<file path="src/rtl/snn_cfg_pkg.sv">
// Shared sizing, stream-layout derivations and loader state encoding for the
// SNN configuration loader.
package snn_cfg_pkg;

  localparam int NSYN  = 208;
  localparam int DLY_W = 4;

  function automatic int cfg_wbytes(input int nsyn, input int nbits);
    return nsyn * nbits / 8;
  endfunction

  function automatic int cfg_dbytes(input int nsyn);
    return nsyn * DLY_W / 8;
  endfunction

  function automatic int cfg_total_bytes(input int nsyn, input int nbits);
    return cfg_wbytes(nsyn, nbits) + cfg_dbytes(nsyn) + 1;
  endfunction

  typedef enum logic [1:0] {
    IDLE   = 2'd0,
    LOAD   = 2'd1,
    COMMIT = 2'd2
  } cfg_state_t;

endpackage

</file>
<file path="src/rtl/snn_cfg_shadow_regfile.sv">
// Byte-addressed shadow store plus an active copy updated by a single commit
// strobe. Only the used low bits of the final (scalar) byte are kept.
module snn_cfg_shadow_regfile #(
  parameter int NBYTES = 157,
  parameter int TAIL_W = 6,
  localparam int AW    = $clog2(NBYTES),
  localparam int ACT_W = 8 * (NBYTES - 1) + TAIL_W
) (
  input  logic             clk,
  input  logic             rst_n,
  input  logic             wr_en,
  input  logic [AW-1:0]    wr_addr,
  input  logic [7:0]       wr_data,
  input  logic             commit,
  output logic [ACT_W-1:0] active
);

  logic [7:0]        body_q [NBYTES-1];
  logic [TAIL_W-1:0] tail_q;

  // The last byte carries the scalar fields, so it lives in its own narrow register.
  always_ff @(posedge clk or negedge rst_n) begin
    if (!rst_n) begin
      for (int i = 0; i < NBYTES - 1; i++) body_q[i] <= '0;
      tail_q <= '0;
    end else if (wr_en) begin
      if (wr_addr == AW'(NBYTES - 1)) tail_q <= wr_data[TAIL_W-1:0];
      else                            body_q[wr_addr] <= wr_data;
    end
  end

  always_ff @(posedge clk or negedge rst_n) begin
    if (!rst_n) begin
      active <= '0;
    end else if (commit) begin
      for (int i = 0; i < NBYTES - 1; i++) active[8*i +: 8] <= body_q[i];
      active[ACT_W-1 -: TAIL_W] <= tail_q;
    end
  end

endmodule

</file>
<file path="src/rtl/snn_config_loader.sv">
// Streams a byte-wise SNN configuration into a shadow store and commits it to
// the active configuration in one cycle, followed by a network state-clear pulse.
module snn_config_loader #(
  parameter int Nbits = 2,
  parameter int NSYN  = snn_cfg_pkg::NSYN
) (
  input  logic                                clk,
  input  logic                                rst_n,
  input  logic                                cfg_start,
  input  logic                                cfg_valid,
  input  logic [7:0]                          cfg_data,
  output logic                                cfg_ready,
  input  logic                                run,
  output logic [NSYN*Nbits-1:0]               weights,
  output logic [NSYN*snn_cfg_pkg::DLY_W-1:0]  delays,
  output logic [Nbits-1:0]                    threshold,
  output logic [Nbits-1:0]                    decay,
  output logic [Nbits-1:0]                    refractory_period,
  output logic                                snn_enable,
  output logic                                snn_reset,
  output logic                                cfg_loaded,
  output logic                                cfg_busy
);
  import snn_cfg_pkg::*;

  localparam int WBYTES    = cfg_wbytes(NSYN, Nbits);
  localparam int DBYTES    = cfg_dbytes(NSYN);
  localparam int CFG_BYTES = cfg_total_bytes(NSYN, Nbits);
  localparam int CW        = $clog2(CFG_BYTES);
  localparam int TAIL_W    = 3 * Nbits;
  localparam int ACT_W     = 8 * (CFG_BYTES - 1) + TAIL_W;
  localparam int TAIL_BASE = 8 * (CFG_BYTES - 1);
  localparam logic [CW-1:0] LAST_BYTE = CW'(CFG_BYTES - 1);

  cfg_state_t       state;
  logic [CW-1:0]    byte_cnt;
  logic [ACT_W-1:0] active;
  logic             wr_en;
  logic             commit;

  // A restart in the same cycle as a valid byte discards that byte.
  assign wr_en  = (state == LOAD) && cfg_valid && !cfg_start;
  assign commit = (state == COMMIT);

  snn_cfg_shadow_regfile #(
    .NBYTES (CFG_BYTES),
    .TAIL_W (TAIL_W)
  ) u_regfile (
    .clk     (clk),
    .rst_n   (rst_n),
    .wr_en   (wr_en),
    .wr_addr (byte_cnt),
    .wr_data (cfg_data),
    .commit  (commit),
    .active  (active)
  );

  always_ff @(posedge clk or negedge rst_n) begin
    if (!rst_n) begin
      state      <= IDLE;
      byte_cnt   <= '0;
      cfg_ready  <= 1'b0;
      cfg_busy   <= 1'b0;
      cfg_loaded <= 1'b0;
      snn_reset  <= 1'b1;
    end else begin
      snn_reset <= 1'b0;
      case (state)
        IDLE: begin
          if (cfg_start) begin
            state     <= LOAD;
            byte_cnt  <= '0;
            cfg_ready <= 1'b1;
            cfg_busy  <= 1'b1;
          end
        end
        LOAD: begin
          if (cfg_start) begin
            byte_cnt <= '0;
          end else if (cfg_valid) begin
            if (byte_cnt == LAST_BYTE) begin
              state     <= COMMIT;
              cfg_ready <= 1'b0;
            end else begin
              byte_cnt <= byte_cnt + CW'(1);
            end
          end
        end
        COMMIT: begin
          state      <= IDLE;
          cfg_busy   <= 1'b0;
          cfg_loaded <= 1'b1;
          snn_reset  <= 1'b1;
        end
        default: begin
          state     <= IDLE;
          cfg_ready <= 1'b0;
          cfg_busy  <= 1'b0;
        end
      endcase
    end
  end

  assign weights           = active[WBYTES*8-1:0];
  assign delays            = active[WBYTES*8 +: DBYTES*8];
  assign threshold         = active[TAIL_BASE +: Nbits];
  assign decay             = active[TAIL_BASE+Nbits +: Nbits];
  assign refractory_period = active[TAIL_BASE+2*Nbits +: Nbits];
  assign snn_enable        = run & cfg_loaded & ~snn_reset;

endmodule

</file>
<file path="config.mk">
export PLATFORM = sky130hd
export DESIGN_NAME = snn_config_loader
export DESIGN_NICKNAME = d
export VERILOG_FILES = /design/src/rtl/snn_cfg_pkg.sv /design/src/rtl/snn_cfg_shadow_regfile.sv /design/src/rtl/snn_config_loader.sv
export SDC_FILE = /design/constraint.sdc
export NUM_CORES = 2
export LEC_CHECK = 0
export CORE_AREA = 2 2 500 502
export CTS_CLUSTER_SIZE = 12
export DETAILED_ROUTE_END_ITERATION = 12
export DIE_AREA = 0 0 502 504
export GPL_TIMING_DRIVEN = 0
export HOLD_SLACK_MARGIN = 0.08
export SKIP_LAST_GASP = 1
export SLEW_MARGIN = 20
export SYNTH_ARGS = -nofsm -noshare
export SYNTH_HDL_FRONTEND = slang
export SYNTH_SLANG_ARGS = --single-unit
</file>
<file path="constraint.sdc">
create_clock -name clk -period 6 [get_ports clk]
set_input_delay 1.2 -clock clk [delete_from_list [all_inputs] [get_ports clk]]
set_output_delay 1.2 -clock clk [all_outputs]
set_load 0.02 [all_outputs]
</file>
==> results by group <==
Drt
  • DRC viols: 0
  • Post-DR wirelength/cell: 26.71 um
  • Iter 0 DRT Violations: 5453
  • Antenna-violating nets left: 0
  • DRT Wirelength: between 300000 and 400000 um
  • Via Count: 67250
  • Vias per inst: 5.005
  • DRT Pass-1 Iters: 5

Worst setup path
  • Worst setup SP type: flop
  • CP Class: reg -> reg
  • Crit-path max FO: 8
  • CP endpoint kind: flop
  • CP arrival: 5.05 ns
  • Critical Path RT: 6.77 ns

Layout
  • Design Area, Final: 122000 um^2
  • Post-layout util: 49.27%
  • Fill cells: 22300
  • Layout cell share with drive strength beyond 1: 18.03%
  • Area grow syn2layout: 28.32%
  • Final net count: 9927

Floorplanning
  • Die footprint: 253000 um^2
  • Starting Density: 38.40%
  • IO Count: 1272
  • Core footprint: 247500 um^2
  • DIE HEIGHT: 504 um
  • Die X: 502 um
  • Std cell rows: 183

Yosys
  • Post-synth ARST share: 100.0%
  • Yosys warns: 0
  • Number of distinct library cells after synthesis: 56
  • Syn nets: 8330
  • Register bit total from synthesis: 2522
  • Syn_area_per_cell: 11.43 um^2
  • Number of synthesized flops with an enable pin: 0
  • Synth Flop Type: dfrtp_1
  • Sequential area share after synthesis: between 60% and 70%
  • Cells after synthesis: 8313
  • Synthesized cell area: 95040 um^2

Global route
  • Gr usage total: 28.08%
  • Largest net degree at the start of global routing: about 160
  • Initial antenna violation count: 25
  • Total grt overflow: 0
  • Vias in the first global route: just under 70000
  • First-pass GRT wire length: 507900 um

CTS
  • # hold bufs at CTS: 0
  • CTS clk-pin slew, worst paths: 0.06 ns
  • Max H-tree Level: 5
  • Setup Fix Bufs, Post-CTS: 0
  • Cts repair resizes: 0
  • Worst skew pair latency: between 0.9 and 1 ns
  • Root buf cell: clkbuf_16
  • TritonCTS buffer count: 289
  • Sink Count: 2522
  • Clk buf depth: 4
  • CTS tree: built

Placed design
  • HPWL Detailed: 270600 um
  • Gp weighted congestion: 0.8920
  • Placed Area: around 110000 um^2
  • Port bufs: between 1000 and 1500
  • Place WS: ~0.75 ns

Power and ir drop
  • Psw: 7.732 mW
  • Share of total power in the clock network: between 40 and 50%
  • Peak supply drop: 0.2532 mV
  • Comb power frac: under 10%
  • Sequential fraction of design power: 49.1%
  • Leak: 63.27 nW
  • Int Pwr: 27.19 mW
  • PwrDens: 286.4 nW/um^2
  • Sw Share: between 20 and 25%

STA
  • Maximum clock frequency: between 200 and 250 MHz
  • Min Tclk post-route: 4.281 ns
  • Fin crit share: 71.34%
  • Slew margin rel.: between 10% and 20%
  • Final Slew Violations: 0
  • # setup viols final: 0
  • Final worst setup slack: 1.719 ns
  • RSZ-0062 raised after global routing: false
  • Min Hold Slack: 0.2148 ns
  • Worst Tran Pin Value: 1.275 ns
  • Worst Skew: 0.06343 ns
  • TNS Setup: 0 ns
  • Final hold violations: 0

Flow run
  • Max Cap Viol: 0

Outcome
  • Outcome: completed

Min path
  • Hold WC Path Type: in -> async
## critical path, cell delays in order (launching register included)
cell and delay [ns]:
dfrtp_1 0.46, inv_1 0.12, ha_1 0.15, clkbuf_1 0.44, nor3b_2 0.69, buf_6 0.24, and2_0 0.81, nand2_1 0.73
mux2_2 0.48
## cell families after synthesis
kind of cell	after synthesis	share of synthesized area (%)
compound gates	27	0.1817
mux	1255	14.93
simple gates	4029	16.49
buf+inv	476	1.942
fa+ha+maj	4	0.05266
flops	2522	66.40
## area by class of cell
class	count	area (um^2)	area share, %
sequential	2522	63110	51.75
multi-input combinational	5315	30220	24.78
clock inverter	55	555.5	0.4555
timing repair buffer	1306	13670	11.21
inverter	6	22.52	0.01847
antenna	12	30.03	0.02462
tap	3330	4167	3.416
buffer	470	1856	1.521
clock buffer	420	8330	6.831
## cells in the final DEF (no fill, tap or decap), drive strengths merged, types with 5 or more instances in the layout
master / instances
buf: 100
o21ai: 8
nor2b: 5
mux2: 1254
dfrtp: 2521
nor2: 63
inv: 13
nand3: 16
a21oi: 7
clkinv: 38
diode: 12
nand2b: 12
nor4: 6
clkdlybuf4s50: 1261
nand2: 3863
nor3: 24
bufinv: 8
clkbuf: 835
and2: 10
## power by group through the flow
| stage | Clock (mW) | Sequential, mW | Combinational [mW] |
|---|---|---|---|
| 2_1_floorplan | 0 | 17.4 | 0.211 |
| 3_3_place_gp | 0 | 17.6 | 0.699 |
| 3_5_place_dp | 0 | 17.5 | 0.928 |
| 4_1_cts | 17.2 | 17.1 | 0.928 |
| 5_1_grt | 17.9 | 17.1 | 0.986 |
| 6_report | 16.9 | 17.1 | 0.896 |
## flip-flops by register name, indices dropped and copies added, names as in the netlist
| signal | count |
|---|---|
| cfg_loaded | 1 |
| u_regfile.tail_q | 6 |
| cfg_ready | 1 |
| u_regfile.body_q | 1248 |
| u_regfile.active | 1254 |
| byte_cnt | 8 |
| cfg_busy | 1 |
| state | 2 |
| snn_reset | 1 |
## Yosys cell counts, types with 4 or more instances
library cell     n  area [um^2]
nand3_2          7        70.07
nand4bb_1        4        45.04
and3_1           4        25.02
buf_1           26        97.59
nor3_2          14        140.1
nor2_1          36        135.1
clkbuf_1       414         1554
buf_2           25        125.1
a211oi_1         4        30.03
mux2_1           9        101.4
nor2_2          22        137.6
nand3_1          9        45.04
o21ai_0          8        40.04
nand2_1       3862        14500
ha_1             4        50.05
mux2_4          16        240.2
nor2b_1          5        31.28
nand2b_1        12        75.07
mux2_2        1229        13840
nor2_8           5        100.1
and2_1           8        50.05
dfrtp_1       2521        63090
a21oi_1          7        35.03
inv_1            5        18.77
nor3_1          10        50.05
## metal layers
layer | track usage [%] | routed length (um) | up-vias
met2 | 44.05 | 164900 | 2219
met1 | 36.59 | 148800 | 34750
met4 | 12.03 | 17360 | 0
li1 | - | - | 29740
met3 | 7.591 | 27870 | 548
met5 | 0 | 0 | -
## per-stage QoR
step	power, mW	std cells
global placement	18.28	12910
global route	36.06	13430
detailed placement	18.38	12950
finish	34.93	13440
floorplan	17.66	8313
CTS	35.25	13420
## path summary, 6_finish.rpt
kind	cells after the start	endpoint	slack [ns]	startpoint
hold / removal	1	u_regfile.active[1059]	0.21	rst_n
min in group clk	2	u_regfile.active[303]	0.42	u_regfile.body_q[951]
setup reg to reg	8	u_regfile.body_q[206]	1.72	byte_cnt[0]
max in group asynchronous	7	u_regfile.active[603]	1.85	rst_n
hold reg to reg	2	u_regfile.active[303]	0.42	u_regfile.body_q[951]
setup / recovery	8	u_regfile.body_q[206]	1.72	byte_cnt[0]
(Power assumes the default switching activity.)
